### src/rtl/msc_pkg.sv
// Shared Mass-Storage Bulk-Only Transport constants: wrapper signatures, lengths,
// CBW field byte offsets and the CBW parser state type.
package msc_pkg;

    localparam logic [31:0] CBW_SIGNATURE = 32'h43425355;
    localparam logic [31:0] CSW_SIGNATURE = 32'h53425355;
    localparam int          CBW_LENGTH    = 31;
    localparam int          CSW_LENGTH    = 13;

    localparam logic [4:0] OFS_SIG   = 5'd0;
    localparam logic [4:0] OFS_TAG   = 5'd4;
    localparam logic [4:0] OFS_LEN   = 5'd8;
    localparam logic [4:0] OFS_FLAGS = 5'd12;
    localparam logic [4:0] OFS_LUN   = 5'd13;
    localparam logic [4:0] OFS_CBLEN = 5'd14;
    localparam logic [4:0] OFS_CB    = 5'd15;
    localparam logic [4:0] OFS_LAST  = 5'(CBW_LENGTH - 1);

    typedef enum logic [2:0] {
        ST_IDLE  = 3'd0,
        ST_RECV  = 3'd1,
        ST_DRAIN = 3'd2,
        ST_CHECK = 3'd3,
        ST_VALID = 3'd4,
        ST_ERROR = 3'd5
    } cbw_state_t;

endpackage

### src/rtl/cbw_parser.sv
// Bulk-Only Transport CBW receiver: captures the 31-byte wrapper, validates it, presents decoded fields.
// Define CBW_STRICT_CHECK_EN to also reject CBWs with nonzero reserved bits.
//
// state    | meaning
// ST_IDLE  | waiting for the first CBW byte
// ST_RECV  | capturing bytes 1..30
// ST_DRAIN | frame longer than 31 bytes, discarding up to tlast
// ST_CHECK | one-cycle validation of captured fields
// ST_VALID | decoded CBW presented, waiting for cbw_rdy_i
// ST_ERROR | invalid CBW, waiting for err_clr_i
module cbw_parser
    import msc_pkg::*;
#(
    parameter int MAX_LUN = 0
) (
    input  logic         clock,
    input  logic         reset,
    input  logic         enable_i,
    input  logic         err_clr_i,
    input  logic         usb_tvalid_i,
    output logic         usb_tready_o,
    input  logic         usb_tlast_i,
    input  logic [7:0]   usb_tdata_i,
    output logic         cbw_vld_o,
    input  logic         cbw_rdy_i,
    output logic         cbw_dir_o,
    output logic [31:0]  cbw_tag_o,
    output logic [31:0]  cbw_len_o,
    output logic [3:0]   cbw_lun_o,
    output logic [4:0]   cbw_cdb_len_o,
    output logic [127:0] cbw_cdb_o,
    output logic         cbw_err_o
);

    localparam logic [3:0] MAX_LUN_V = 4'(MAX_LUN);

    cbw_state_t  state, state_nxt;
    logic [4:0]  cnt, cnt_nxt;
    logic [31:0] sig_q;
    logic [3:0]  cb_idx;
    logic        accept;
    logic        fields_ok;
    logic        rsv_ok;

`ifdef CBW_STRICT_CHECK_EN
    logic [6:0] flags_rsv;
    logic [3:0] lun_rsv;
    logic [2:0] cblen_rsv;
`endif

    assign usb_tready_o = enable_i &
                          ((state == ST_IDLE) | (state == ST_RECV) | (state == ST_DRAIN));
    assign accept       = usb_tvalid_i & usb_tready_o;
    assign cbw_vld_o    = (state == ST_VALID);
    assign cbw_err_o    = (state == ST_ERROR);
    assign cb_idx       = 4'(cnt - OFS_CB);

`ifdef CBW_STRICT_CHECK_EN
    assign rsv_ok = (flags_rsv == 7'd0) && (lun_rsv == 4'd0) && (cblen_rsv == 3'd0);
`else
    assign rsv_ok = 1'b1;
`endif

    assign fields_ok = (sig_q == CBW_SIGNATURE) &&
                       (cbw_lun_o <= MAX_LUN_V) &&
                       (cbw_cdb_len_o != 5'd0) && (cbw_cdb_len_o <= 5'd16) &&
                       rsv_ok;

    always_ff @(posedge clock or negedge reset) begin
        if (!reset) begin
            state <= ST_IDLE;
            cnt   <= '0;
        end else begin
            state <= state_nxt;
            cnt   <= cnt_nxt;
        end
    end

    always_comb begin
        state_nxt = state;
        cnt_nxt   = cnt;
        if (state == ST_ERROR) begin
            if (err_clr_i) begin
                state_nxt = ST_IDLE;
                cnt_nxt   = '0;
            end
        end else if (!enable_i) begin
            state_nxt = ST_IDLE;
            cnt_nxt   = '0;
        end else begin
            case (state)
                ST_IDLE: begin
                    if (accept) begin
                        if (usb_tlast_i) begin
                            state_nxt = ST_ERROR;
                        end else begin
                            state_nxt = ST_RECV;
                            cnt_nxt   = 5'd1;
                        end
                    end
                end
                ST_RECV: begin
                    if (accept) begin
                        if (cnt == OFS_LAST) begin
                            state_nxt = usb_tlast_i ? ST_CHECK : ST_DRAIN;
                            cnt_nxt   = '0;
                        end else if (usb_tlast_i) begin
                            state_nxt = ST_ERROR;
                            cnt_nxt   = '0;
                        end else begin
                            cnt_nxt = cnt + 5'd1;
                        end
                    end
                end
                ST_DRAIN: begin
                    if (accept && usb_tlast_i) state_nxt = ST_ERROR;
                end
                ST_CHECK: state_nxt = fields_ok ? ST_VALID : ST_ERROR;
                ST_VALID: begin
                    if (cbw_rdy_i) state_nxt = ST_IDLE;
                end
                default: begin
                    state_nxt = ST_IDLE;
                    cnt_nxt   = '0;
                end
            endcase
        end
    end

    // Bytes land straight in the output registers, indexed by the byte counter.
    always_ff @(posedge clock or negedge reset) begin
        if (!reset) begin
            sig_q         <= '0;
            cbw_tag_o     <= '0;
            cbw_len_o     <= '0;
            cbw_dir_o     <= 1'b0;
            cbw_lun_o     <= '0;
            cbw_cdb_len_o <= '0;
            cbw_cdb_o     <= '0;
`ifdef CBW_STRICT_CHECK_EN
            flags_rsv     <= '0;
            lun_rsv       <= '0;
            cblen_rsv     <= '0;
`endif
        end else if (accept && (state != ST_DRAIN)) begin
            if (cnt < OFS_TAG) begin
                sig_q[{cnt[1:0], 3'b000} +: 8] <= usb_tdata_i;
            end else if (cnt < OFS_LEN) begin
                cbw_tag_o[{cnt[1:0], 3'b000} +: 8] <= usb_tdata_i;
            end else if (cnt < OFS_FLAGS) begin
                cbw_len_o[{cnt[1:0], 3'b000} +: 8] <= usb_tdata_i;
            end else if (cnt == OFS_FLAGS) begin
                cbw_dir_o <= usb_tdata_i[7];
`ifdef CBW_STRICT_CHECK_EN
                flags_rsv <= usb_tdata_i[6:0];
`endif
            end else if (cnt == OFS_LUN) begin
                cbw_lun_o <= usb_tdata_i[3:0];
`ifdef CBW_STRICT_CHECK_EN
                lun_rsv   <= usb_tdata_i[7:4];
`endif
            end else if (cnt == OFS_CBLEN) begin
                cbw_cdb_len_o <= usb_tdata_i[4:0];
`ifdef CBW_STRICT_CHECK_EN
                cblen_rsv     <= usb_tdata_i[7:5];
`endif
            end else begin
                cbw_cdb_o[{cb_idx, 3'b000} +: 8] <= usb_tdata_i;
            end
        end
    end

endmodule

### config.mk
export PLATFORM = sky130hd
export DESIGN_NAME = cbw_parser
export DESIGN_NICKNAME = d
export VERILOG_FILES = /design/src/rtl/msc_pkg.sv /design/src/rtl/cbw_parser.sv
export SDC_FILE = /design/constraint.sdc
export NUM_CORES = 1
export LEC_CHECK = 0
export CAP_MARGIN = 5
export CORE_MARGIN = 1
export CORE_UTILIZATION = 55
export DETAILED_ROUTE_END_ITERATION = 10
export PLACE_DENSITY = 0.83
export SYNTH_ARGS = -nofsm -noshare
export SYNTH_HDL_FRONTEND = slang
export SYNTH_SLANG_ARGS = --single-unit
### constraint.sdc
create_clock -name clock -period 5.77 [get_ports clock]
set_input_delay 1.154 -clock clock [delete_from_list [all_inputs] [get_ports clock]]
set_output_delay 1.154 -clock clock [all_outputs]
set_load 0.02 [all_outputs]
==> metrics.md, run 1 <==
| Metric | Value |
|---|---|
| Run status | `finished, final reports clean` |
| Time the worst path needs with I/O delays and setup | `3.97 ns` |
| Detail Route Antenna Nets | `0` |
| Maximum clock rate | `about 250 MHz` |
| Clk_skew | `0.00835 ns` |
| Hold buffer count at CTS | `0` |
| Portion of the clock cycle consumed by the worst path in the final layout | `between 60% and 70%` |
| Placer's final routability congestion estimate | `roughly 0.89` |
| Layout cells sized above 1 | `between 10% and 20%` |
| Leakage | `0.00615 uW` |
| Sort of element at the end of the critical path | `flip-flop` |
| Synth cell types | `48` |
| Startpoint-to-endpoint class of the critical path | `flip-flop to flip-flop` |
| Critical-path maximum fanout | `25` |
| Antenna violations before repair | `0` |
| RSZ-0062 raised after global routing | `false` |
| Clock latency of the later-clocked register in the worst-skew pair | `0.52 ns` |
| Synthesized instance count | `roughly 860` |
| Number of warnings printed during yosys synthesis | `0` |
| Most frequent standard cell in the layout excluding fill and tap cells | `dfrtp_1` |
| Worst Hold Class | `flip-flop to flip-flop` |
| Critical path data required time | `slightly above 6 ns` |
| Width of the die | `138 um` |
| Top library cells by usage in the layout, fill and taps aside | `242 x dfrtp_1, 218 x clkdlybuf4s50_1, 147 x nand2_1` |
| TritonCTS Buffers | `25` |
| Standard cell core area | `0.0180 mm^2` |
| Final setup vio count | `0` |
| Die Y-Extent | `138 um` |
| Vias in the first global route | `7290` |
| Wire per inst | `20.1 um` |
| Placed instance count | `1268` |
| Final Max Tran Viols | `0` |
| Deepest level of the CTS H-tree | `1` |
| Startpoint kind of the worst setup timing path | `flip-flop` |
| Pre-antenna DRT Iters | `5` |
| Worst max-slew margin expressed relative to the limit | `17.3%` |
| Number of clock sinks | `242` |
| Share of the core filled with cells in the final layout | `74.1%` |
| Cell chosen for the clock root | `clkbuf_16` |
| Final cell count without fillers | `around 1300` |
| Number of buffers added on ports | `219` |
| Most used flip-flop cell after synthesis | `dfrtp_1` |
| Area post-placement | `0.0124 mm^2` |
| Count of routing violations after the opening detailed-route iteration | `373` |
| Flip-flop and latch count after synthesis | `242` |
| Total negative setup slack | `0 ns` |
| Wire length of the first global-routing pass | `40.4 mm` |
| Routed via count | `~7400` |
| Area growth from synthesis to layout | `31.7%` |
| Remaining design rule violation count | `0` |
| Data arrival time of the critical path | `approximately 4.4 ns` |
| Full die area | `between 0.015 and 0.02 mm^2` |
| Clock transition at path regs | `roughly 0.070 ns` |
| Async set-or-reset flop fraction in the synthesized netlist | `100%` |
| Syn_nets | `883` |
| Placement Rows | `49` |
| Worst voltage drop across the vdd grid | `0.221 mV` |
| Ratio of routed vias to standard cells | `about 5.7` |
| Clock tree from TritonCTS | `built` |
| Count of instances resized after the clock tree is built | `0` |
| Synthesized area | `0.0101 mm^2` |
| Number of synthesized flops with an enable pin | `0` |
| Detailed-placement wirelength estimate | `17.7 mm` |
| Slew at the pin closest to its max-slew limit | `roughly 1.2 ns` |
| Worst-case clock buffer depth | `3` |
| Final wirelength | `26.4 mm` |
| Maximum number of pins on one net before global-route repair | `approximately 140` |
| Antenna Cells | `0` |
| Syn Area/Cell | `11.7 um^2` |
| Power per cell area | `310 mW/mm^2` |
| Global-route usage over all layers | `28.4%` |
| Final Hold Viols | `0` |
| Starting Density | `56.3%` |
| Summed area of non-filler cells in the final layout | `0.0133 mm^2` |
| Final net count | `1087` |
| Sequential cell area fraction in the yosys report | `between 50% and 60%` |
| Total congestion overflow | `0` |
| Count of boundary I/O pins | `220` |
| Post-CTS Setup Bufs | `0` |
| # Max-Cap Violations | `0` |
stage by stage:
stage | hold slack, ns | setup WS [ns] | total power, uW
2_1_floorplan | 0.441 | 2.78 | 2230
3_5_place_dp | 0.467 | 1.70 | 2450
6_report | 0.477 | 1.80 | 4120
4_1_cts | 0.481 | 1.77 | 4140
3_3_place_gp | 0.457 | 1.79 | 2440
5_1_grt | 0.498 | 1.54 | 4280
kinds of logic after synthesis:
kind of cell,Yosys count,synth area share [%]
AO/OA/AOI/OAI,123,6.92
XOR/XNOR,2,0.173
adder cells (fa/ha/maj),6,0.743
buffers and inverters,60,2.29
flip-flops,242,59.9
multiplexers,142,15.7
AND/OR/NAND/NOR,287,14.2
Yosys cell counts, types with 2 or more instances:
cell type,count,area (um^2)
o21ai_0,99,495
and2_1,25,156
a32o_1,3,30.0
nor3b_1,2,15.0
buf_2,5,25.0
a21oi_1,4,20.0
dfrtp_1,242,6060
nand4_1,7,43.8
nor4_4,4,85.1
o2111ai_1,2,17.5
nand3_1,21,105
nand3b_1,3,22.5
nor2b_1,6,37.5
nor4_1,3,18.8
xnor2_1,2,17.5
nor4b_1,6,52.6
ha_1,6,75.1
nand4bb_1,3,33.8
inv_1,15,56.3
or3b_2,2,17.5
nor3_1,7,35.0
and3_1,13,81.3
o41ai_1,2,17.5
mux2_1,2,22.5
mux2i_1,7,70.1
nand2b_1,4,25.0
o21bai_1,2,15.0
nand2_1,147,552
clkbuf_1,39,146
mux2_2,133,1500
nor2_1,29,109
final cells by class:
type                    instances  area, um^2
flip-flops and latches        242        6060
fillers                      1236        4650
multi-input cells             560        3820
repair buffers                222        2220
clock buffers                  30         684
well taps                     229         287
clock inverters                15         185
inverters                      15        56.3
per-layer routing:
metal / vias up / part of all wire (%) / track usage [%]
met4: 0 / 2.8 / 8.55
met5: - / 0 / 0
met3: 49 / 7.2 / 6.70
met2: 266 / 48 / 46.0
met1: 3719 / 42 / 38.0
li1: 3396 / - / -
state kept, by name (all words and copies together), names as in the netlist:
name and cells:
cbw_lun_o 4, cbw_cdb_len_o 5, cnt 5, state 3
cbw_tag_o 32, cbw_cdb_o 128, cbw_dir_o 1, cbw_len_o 32
sig_q 32
report_power, final:
group          switching (uW)  total (uW)  internal (uW)
registers                67.9        1810           1740
logic                     445         625            181
clock network             664        1690           1020
worst max-delay path: stages, from the launching register on:
cell	delay, ns
dfrtp_1	0.86
inv_1	0.33
ha_1	0.63
nand4bb_1	0.35
o21a_1	0.20
o211a_1	0.39
nor4_4	0.67
mux2_2	0.41
worst paths after layout:
kind,slack [ns],start,cells past startpoint,end
max reg2reg,1.80,cnt[0],7,cbw_cdb_o[115]
min,0.48,sig_q[30],2,sig_q[30]
max in group asynchronous,3.77,reset,2,cbw_cdb_o[114]
max,1.80,cnt[0],7,cbw_cdb_o[115]
min reg2reg,0.48,sig_q[30],2,sig_q[30]
min in group asynchronous,0.74,reset,1,cbw_len_o[30]
Note: power is estimated with default switching activity, not from simulation.
==> run 2, diff against run 1 <==
--- a/config.mk
+++ b/config.mk
@@ -7,9 +7,9 @@
 export LEC_CHECK = 0
 export CAP_MARGIN = 5
 export CORE_MARGIN = 1
-export CORE_UTILIZATION = 55
+export CORE_UTILIZATION = 51
 export DETAILED_ROUTE_END_ITERATION = 10
-export PLACE_DENSITY = 0.83
+export PLACE_DENSITY = 0.77
 export SYNTH_ARGS = -nofsm -noshare
 export SYNTH_HDL_FRONTEND = slang
 export SYNTH_SLANG_ARGS = --single-unit
==> constraint.sdc (replaced) <==
create_clock -name clock -period 4.04 [get_ports clock]
set_input_delay 0.808 -clock clock [delete_from_list [all_inputs] [get_ports clock]]
set_output_delay 0.808 -clock clock [all_outputs]
set_load 0.02 [all_outputs]
==> run 2 against run 1 <==
Cell count grew 3.0%; global-route usage decreased by 1.8 points; first-iteration DRC count grew 36%; sequential power up 41%; register-to-register slack worse by 1.1 ns; critical path depth did not move; combinational power rose by 52%; clock skew increased by 0.013 ns; final area grew 0.28%.
==> metrics.md, run 2 (same netlist as run 1, synthesis figures left out) <==
| Metric | Value |
|---|---|
| Run status | `finished, final reports clean (unchanged)` |
| RSZ-0062 raised after global routing | `false (unchanged)` |
| Maximum clock rate | `300 MHz (was 252 MHz)` |
| Layout cells sized above 1 | `17.6% (was 17.7%)` |
| Largest register FFs | `128 (unchanged)` |
| Sort of element at the end of the critical path | `flip-flop (unchanged)` |
| Routed via count | `7363 (was 7430)` |
| Final setup vio count | `0 (unchanged)` |
| Placement Rows | `51 (was 49)` |
| Most frequent standard cell in the layout excluding fill and tap cells | `dfrtp_1 (unchanged)` |
| Critical-path maximum fanout | `13 (was 25)` |
| Remaining design rule violation count | `0 (unchanged)` |
| Starting Density | `51.9% (was 56.3%)` |
| Critical path, cell by cell | `inv_1 -> ha_1 -> or2_1 -> o2111ai_1 -> o211a_1 -> nand4_1 -> mux2_2 (was inv_1 -> ha_1 -> nand4bb_1 -> o21a_1 -> o211a_1 -> nor4_4 -> mux2_2)` |
| Data arrival time of the critical path | `3.71 ns (was 4.37 ns)` |
| Top delay family on crit path | `simple AND/OR/NAND/NOR gates (unchanged)` |
| Worst-case clock buffer depth | `3 (unchanged)` |
| Antenna Cells | `0 (unchanged)` |
| Number of buffers added on ports | `219 (unchanged)` |
| Deepest level of the CTS H-tree | `1 (unchanged)` |
| Antenna violations before repair | `1 (was 0)` |
| Startpoint kind of the worst setup timing path | `flip-flop (unchanged)` |
| Detail Route Antenna Nets | `0 (unchanged)` |
| TritonCTS Buffers | `25 (unchanged)` |
| Vias in the first global route | `7465 (was 7290)` |
| Critical path data required time | `4.41 ns (was 6.17 ns)` |
| # Max-Cap Violations | `0 (unchanged)` |
| Total congestion overflow | `0 (unchanged)` |
| Maximum number of pins on one net before global-route repair | `95 (was 144)` |
| Ratio of routed vias to standard cells | `5.44 (was 5.66)` |
| Hold buffer count at CTS | `0 (unchanged)` |
| Clk_skew | `0.0212 ns (was 0.00835 ns)` |
| Final wirelength | `26.4 mm (about the same)` |
| Final Max Tran Viols | `0 (unchanged)` |
| Power per cell area | `427 mW/mm^2 (was 310 mW/mm^2)` |
| Placed instance count | `1312 (was 1268)` |
| Startpoint-to-endpoint class of the critical path | `flip-flop to flip-flop (unchanged)` |
| Total negative setup slack | `0 ns (unchanged)` |
| Critical path origin | `cnt[1] (was cnt[0])` |
| Count of routing violations after the opening detailed-route iteration | `508 (was 373)` |
| Final Hold Viols | `0 (unchanged)` |
| Worst max-slew margin expressed relative to the limit | `33.0% (was 17.3%)` |
| Clock tree from TritonCTS | `built (unchanged)` |
| Cell chosen for the clock root | `clkbuf_16 (unchanged)` |
| Wire length of the first global-routing pass | `41.5 mm (was 40.4 mm)` |
| Area growth from synthesis to layout | `32.0% (was 31.7%)` |
| Summed area of non-filler cells in the final layout | `0.0133 mm^2 (about the same)` |
| Die Y-Extent | `143 um (was 138 um)` |
| R2R Path Start | `cnt[1] (was cnt[0])` |
| Clock latency of the later-clocked register in the worst-skew pair | `0.51 ns (was 0.52 ns)` |
| Reg with most FFs | `cbw_cdb_o (unchanged)` |
| Global-route usage over all layers | `26.6% (was 28.4%)` |
| Biggest cell delay along the critical path | `0.60 ns (was 0.86 ns)` |
| Portion of the clock cycle consumed by the worst path in the final layout | `82.6% (was 68.7%)` |
| Leakage | `0.00617 uW (was 0.00615 uW)` |
| Top library cells by usage in the layout, fill and taps aside | `242 x dfrtp_1, 218 x clkdlybuf4s50_1, 147 x nand2_1 (unchanged)` |
| Standard cell core area | `0.0195 mm^2 (was 0.0180 mm^2)` |
| Area post-placement | `0.0126 mm^2 (was 0.0124 mm^2)` |
| Pre-antenna DRT Iters | `5 (unchanged)` |
| Post-CTS Setup Bufs | `0 (unchanged)` |
| Final net count | `1095 (was 1087)` |
| Count of instances resized after the clock tree is built | `0 (unchanged)` |
| Clock transition at path regs | `0.06 ns (was 0.07 ns)` |
| Time the worst path needs with I/O delays and setup | `3.34 ns (was 3.97 ns)` |
| Placer's final routability congestion estimate | `0.811 (was 0.891)` |
| Worst Hold Class | `input pin to asynchronous set/reset pin (was flip-flop to flip-flop)` |
| Width of the die | `143 um (was 138 um)` |
| Count of boundary I/O pins | `220 (unchanged)` |
| Full die area | `0.0204 mm^2 (was 0.0189 mm^2)` |
| Reg2reg setup slack | `0.70 ns (was 1.80 ns)` |
| Wire per inst | `19.5 um (was 20.1 um)` |
| Number of clock sinks | `242 (unchanged)` |
| Worst voltage drop across the vdd grid | `0.306 mV (was 0.221 mV)` |
| Buffering stage count on the worst path with inverters included | `1 (unchanged)` |
| Slowest library cell on the worst path | `dfrtp_1 (unchanged)` |
| Share of the core filled with cells in the final layout | `68.6% (was 74.1%)` |
| Detailed-placement wirelength estimate | `18.2 mm (was 17.7 mm)` |
| Slew at the pin closest to its max-slew limit | `1.00 ns (was 1.23 ns)` |
| Final cell count without fillers | `1353 (was 1313)` |
[run 2: where the power goes]
part           switching [uW]  internal [uW]  total [uW]
Combinational             666            285         951
Sequential               61.7           2490        2550
Clock                     893           1300        2190
[run 2: cell type report]
cell class / count / area (um^2)
clock inverters: 5 / 50.0
flip-flops and latches: 242 / 6060
well taps: 265 / 332
multi-input cells: 560 / 3820
inverters: 15 / 56.3
clock buffers: 36 / 727
fillers: 1461 / 6110
repair buffers: 230 / 2300
[run 2: path summary, 6_finish.rpt]
kind | to | depth (start not counted)
max | cbw_cdb_o[67] | 7
max reg2reg | cbw_cdb_o[67] | 7
min reg2reg | cbw_len_o[28] | 2
max in group asynchronous | cbw_cdb_o[82] | 2
min in group clock | cbw_len_o[28] | 2
min | cbw_len_o[28] | 1
[run 2: routing by layer]
| layer | GRT usage [%] | share of wire [%] | vias up |
|---|---|---|---|
| li1 | - | - | 3407 |
| met1 | 35.2 | 42 | 3669 |
| met2 | 43.2 | 49 | 249 |
| met3 | 6.61 | 7.1 | 38 |
| met4 | 8.38 | 2.1 | 0 |
| met5 | 0 | 0 | - |
[run 2: per-stage QoR]
step / setup slack (ns) / hold WS [ns] / power, uW
after global routing: 0.524 / 0.371 / 5950
after global placement: 0.805 / 0.456 / 3510
after CTS: 0.745 / 0.350 / 5720
after floorplan: 1.05 / 0.441 / 3180
after detailed placement: 0.770 / 0.468 / 3540
final: 0.702 / 0.345 / 5700
==> run 3, diff against run 2 <==
--- a/config.mk
+++ b/config.mk
@@ -7,9 +7,9 @@
 export LEC_CHECK = 0
 export CAP_MARGIN = 5
 export CORE_MARGIN = 1
-export CORE_UTILIZATION = 51
+export CORE_UTILIZATION = 46
 export DETAILED_ROUTE_END_ITERATION = 10
-export PLACE_DENSITY = 0.77
+export PLACE_DENSITY = 0.73
 export SYNTH_ARGS = -nofsm -noshare
 export SYNTH_HDL_FRONTEND = slang
 export SYNTH_SLANG_ARGS = --single-unit
==> constraint.sdc (replaced) <==
create_clock -name clock -period 2.9 [get_ports clock]
set_input_delay 0.58 -clock clock [delete_from_list [all_inputs] [get_ports clock]]
set_output_delay 0.58 -clock clock [all_outputs]
set_load 0.02 [all_outputs]
==> run 3 against run 2 <==
Clock power grew 44%; clock skew decreased by 0.0049 ns; combinational power rose by 45%; count of clock-buffer cells in the layout is 2 lower; register-to-register slack got worse by 0.52 ns; sequential cell count is the same; worst setup slack got worse by 0.52 ns; maximum frequency up 23%; largest cell class unchanged.
==> metrics.md, run 3 (same netlist as run 1, synthesis figures left out) <==
| Metric | Value |
|---|---|
| Count of routing violations after the opening detailed-route iteration | `311 (was 508)` |
| Setup Slack @ Placement | `0.0779 ns (was 0.770 ns)` |
| Slew at the pin closest to its max-slew limit | `0.830 ns (was 1.00 ns)` |
| Placer's final routability congestion estimate | `0.849 (was 0.811)` |
| Critical Path Sink | `cbw_cdb_o[9] (was cbw_cdb_o[67])` |
| Standard cell core area | `0.0213 mm^2 (was 0.0195 mm^2)` |
| Clock latency of the later-clocked register in the worst-skew pair | `0.52 ns (was 0.51 ns)` |
| Number of clock sinks | `242 (unchanged)` |
| Global-route usage over all layers | `24.8% (was 26.6%)` |
| Detailed-placement wirelength estimate | `19.3 mm (was 18.2 mm)` |
| Final cell count without fillers | `1398 (was 1353)` |
| Run status | `finished, final reports clean (unchanged)` |
| Portion of the clock cycle consumed by the worst path in the final layout | `93.6% (was 82.6%)` |
| Cell count of the worst reg-to-reg path | `7 (unchanged)` |
| Maximum clock rate | `369 MHz (was 300 MHz)` |
| Time the worst path needs with I/O delays and setup | `2.71 ns (was 3.34 ns)` |
| Maximum number of pins on one net before global-route repair | `79 (was 95)` |
| Pre-antenna DRT Iters | `5 (unchanged)` |
| R2R Path Start | `cnt[0] (was cnt[1])` |
| Wire per inst | `19.5 um (about the same)` |
| Critical-path maximum fanout | `8 (was 13)` |
| Layout cells sized above 1 | `20.1% (was 17.6%)` |
| Width of the die | `150 um (was 143 um)` |
| Post-layout worst setup margin | `0.187 ns (was 0.702 ns)` |
| Final wirelength | `27.3 mm (was 26.4 mm)` |
| Wire length of the first global-routing pass | `42.7 mm (was 41.5 mm)` |
| Clock transition at path regs | `0.06 ns (about the same)` |
| Remaining design rule violation count | `0 (unchanged)` |
| Detail Route Antenna Nets | `0 (unchanged)` |
| Most frequent standard cell in the layout excluding fill and tap cells | `dfrtp_1 (unchanged)` |
| Largest register FFs | `128 (unchanged)` |
| Critical path data required time | `3.30 ns (was 4.41 ns)` |
| Filler cell count in the final layout | `1690 (was 1461)` |
| Reg with most FFs | `cbw_cdb_o (unchanged)` |
| Antenna violations before repair | `0 (was 1)` |
| Deepest level of the CTS H-tree | `1 (unchanged)` |
| Area growth from synthesis to layout | `35.1% (was 32.0%)` |
| Leakage | `0.00633 uW (was 0.00617 uW)` |
| Worst voltage drop across the vdd grid | `0.423 mV (was 0.306 mV)` |
| Critical path origin | `cnt[0] (was cnt[1])` |
| Clock tree from TritonCTS | `built (unchanged)` |
| Number of buffers added on ports | `219 (unchanged)` |
| R2r endpoint | `cbw_cdb_o[9] (was cbw_cdb_o[67])` |
| Final setup vio count | `0 (unchanged)` |
| Cell chosen for the clock root | `clkbuf_16 (unchanged)` |
| Worst Hold Class | `input pin to asynchronous set/reset pin (unchanged)` |
| Routed via count | `7534 (was 7363)` |
| Total negative setup slack | `0 ns (unchanged)` |
| TritonCTS Buffers | `25 (unchanged)` |
| Worst max-slew margin expressed relative to the limit | `44.6% (was 33.0%)` |
| Hold buffer count at CTS | `0 (unchanged)` |
| Smallest hold slack | `0.0409 ns (was 0.345 ns)` |
| Sort of element at the end of the critical path | `flip-flop (unchanged)` |
| Vias in the first global route | `7545 (was 7465)` |
| Final net count | `1125 (was 1095)` |
| Worst-case clock buffer depth | `3 (unchanged)` |
| Starting Density | `47.5% (was 51.9%)` |
| Full die area | `0.0226 mm^2 (was 0.0204 mm^2)` |
| Post-CTS Setup Bufs | `0 (unchanged)` |
| Top library cells by usage in the layout, fill and taps aside | `242 x dfrtp_1, 218 x clkdlybuf4s50_1, 147 x nand2_1 (unchanged)` |
| Placement Rows | `53 (was 51)` |
| Final Hold Viols | `0 (unchanged)` |
| Area of the multi-input gates | `0.00382 mm^2 (unchanged)` |
| Final Max Tran Viols | `0 (unchanged)` |
| Antenna Cells | `0 (unchanged)` |
| Startpoint kind of the worst setup timing path | `flip-flop (unchanged)` |
| Startpoint-to-endpoint class of the critical path | `flip-flop to flip-flop (unchanged)` |
| RSZ-0062 raised after global routing | `false (unchanged)` |
| Share of the core filled with cells in the final layout | `64.2% (was 68.6%)` |
| Die Y-Extent | `150 um (was 143 um)` |
| Placed instance count | `1352 (was 1312)` |
| # Max-Cap Violations | `0 (unchanged)` |
| Total congestion overflow | `0 (unchanged)` |
| Count of boundary I/O pins | `220 (unchanged)` |
| Ratio of routed vias to standard cells | `5.39 (was 5.44)` |
| FF/Latch Area | `0.00606 mm^2 (unchanged)` |
| Power per cell area | `592 mW/mm^2 (was 427 mW/mm^2)` |
| Clk_skew | `0.0162 ns (was 0.0212 ns)` |
| Count of instances resized after the clock tree is built | `0 (unchanged)` |
| Reg2reg setup slack | `0.19 ns (was 0.70 ns)` |
| Data arrival time of the critical path | `3.11 ns (was 3.71 ns)` |
==> run 3: report_power, final <==
group / internal, uW / switching, uW
Combinational: 426 / 951
Clock: 1850 / 1310
Sequential: 3470 / 84.1
==> run 3: cell type report <==
cell class | count | area share (%)
flip-flops and latches | 242 | 44.3
multi-input cells | 560 | 28.0
repair buffers | 260 | 18.8
clock buffers | 34 | 5.05
well taps | 275 | 2.52
clock inverters | 12 | 0.898
inverters | 15 | 0.412
==> run 3: worst min-delay path by stage <==
| stage | slack [ns] | depth (start not counted) | to | from |
|---|---|---|---|---|
| after detailed placement | 0.47 | 2 | sig_q[0] | sig_q[0] |
| final | 0.04 | 1 | cbw_cdb_o[127] | reset |
| after floorplan | 0.28 | 0 | cbw_cdb_len_o[0] | reset |
| after global routing | 0.07 | 1 | cbw_cdb_o[120] | reset |
| after global placement | 0.46 | 2 | sig_q[30] | sig_q[30] |
| after CTS | 0.06 | 1 | cbw_cdb_o[116] | reset |
==> run 3: critical path, stage by stage, from the launching register on <==
cell and delay [ns]:
dfrtp_1 0.37, inv_1 0.06, ha_1 0.37, or2_1 0.25, o2111ai_1 0.27, o211a_1 0.44
nand3_1 0.42, mux2_2 0.40
==> run 3: metrics by stage <==
step	cell area, um^2	total power [uW]
global route	13700	8460
detailed placement	12800	4980
global placement	12800	4960
finish	13700	8090
CTS	13700	8160
floorplan	10100	4430
==> run 3: routing by layer <==
layer,track usage [%],share of wire [%],vias up
li1,-,-,3466
met1,33.9,43,3792
met2,39.7,48,232
met3,5.79,6.8,44
met4,6.67,2.3,0
met5,0,0,-
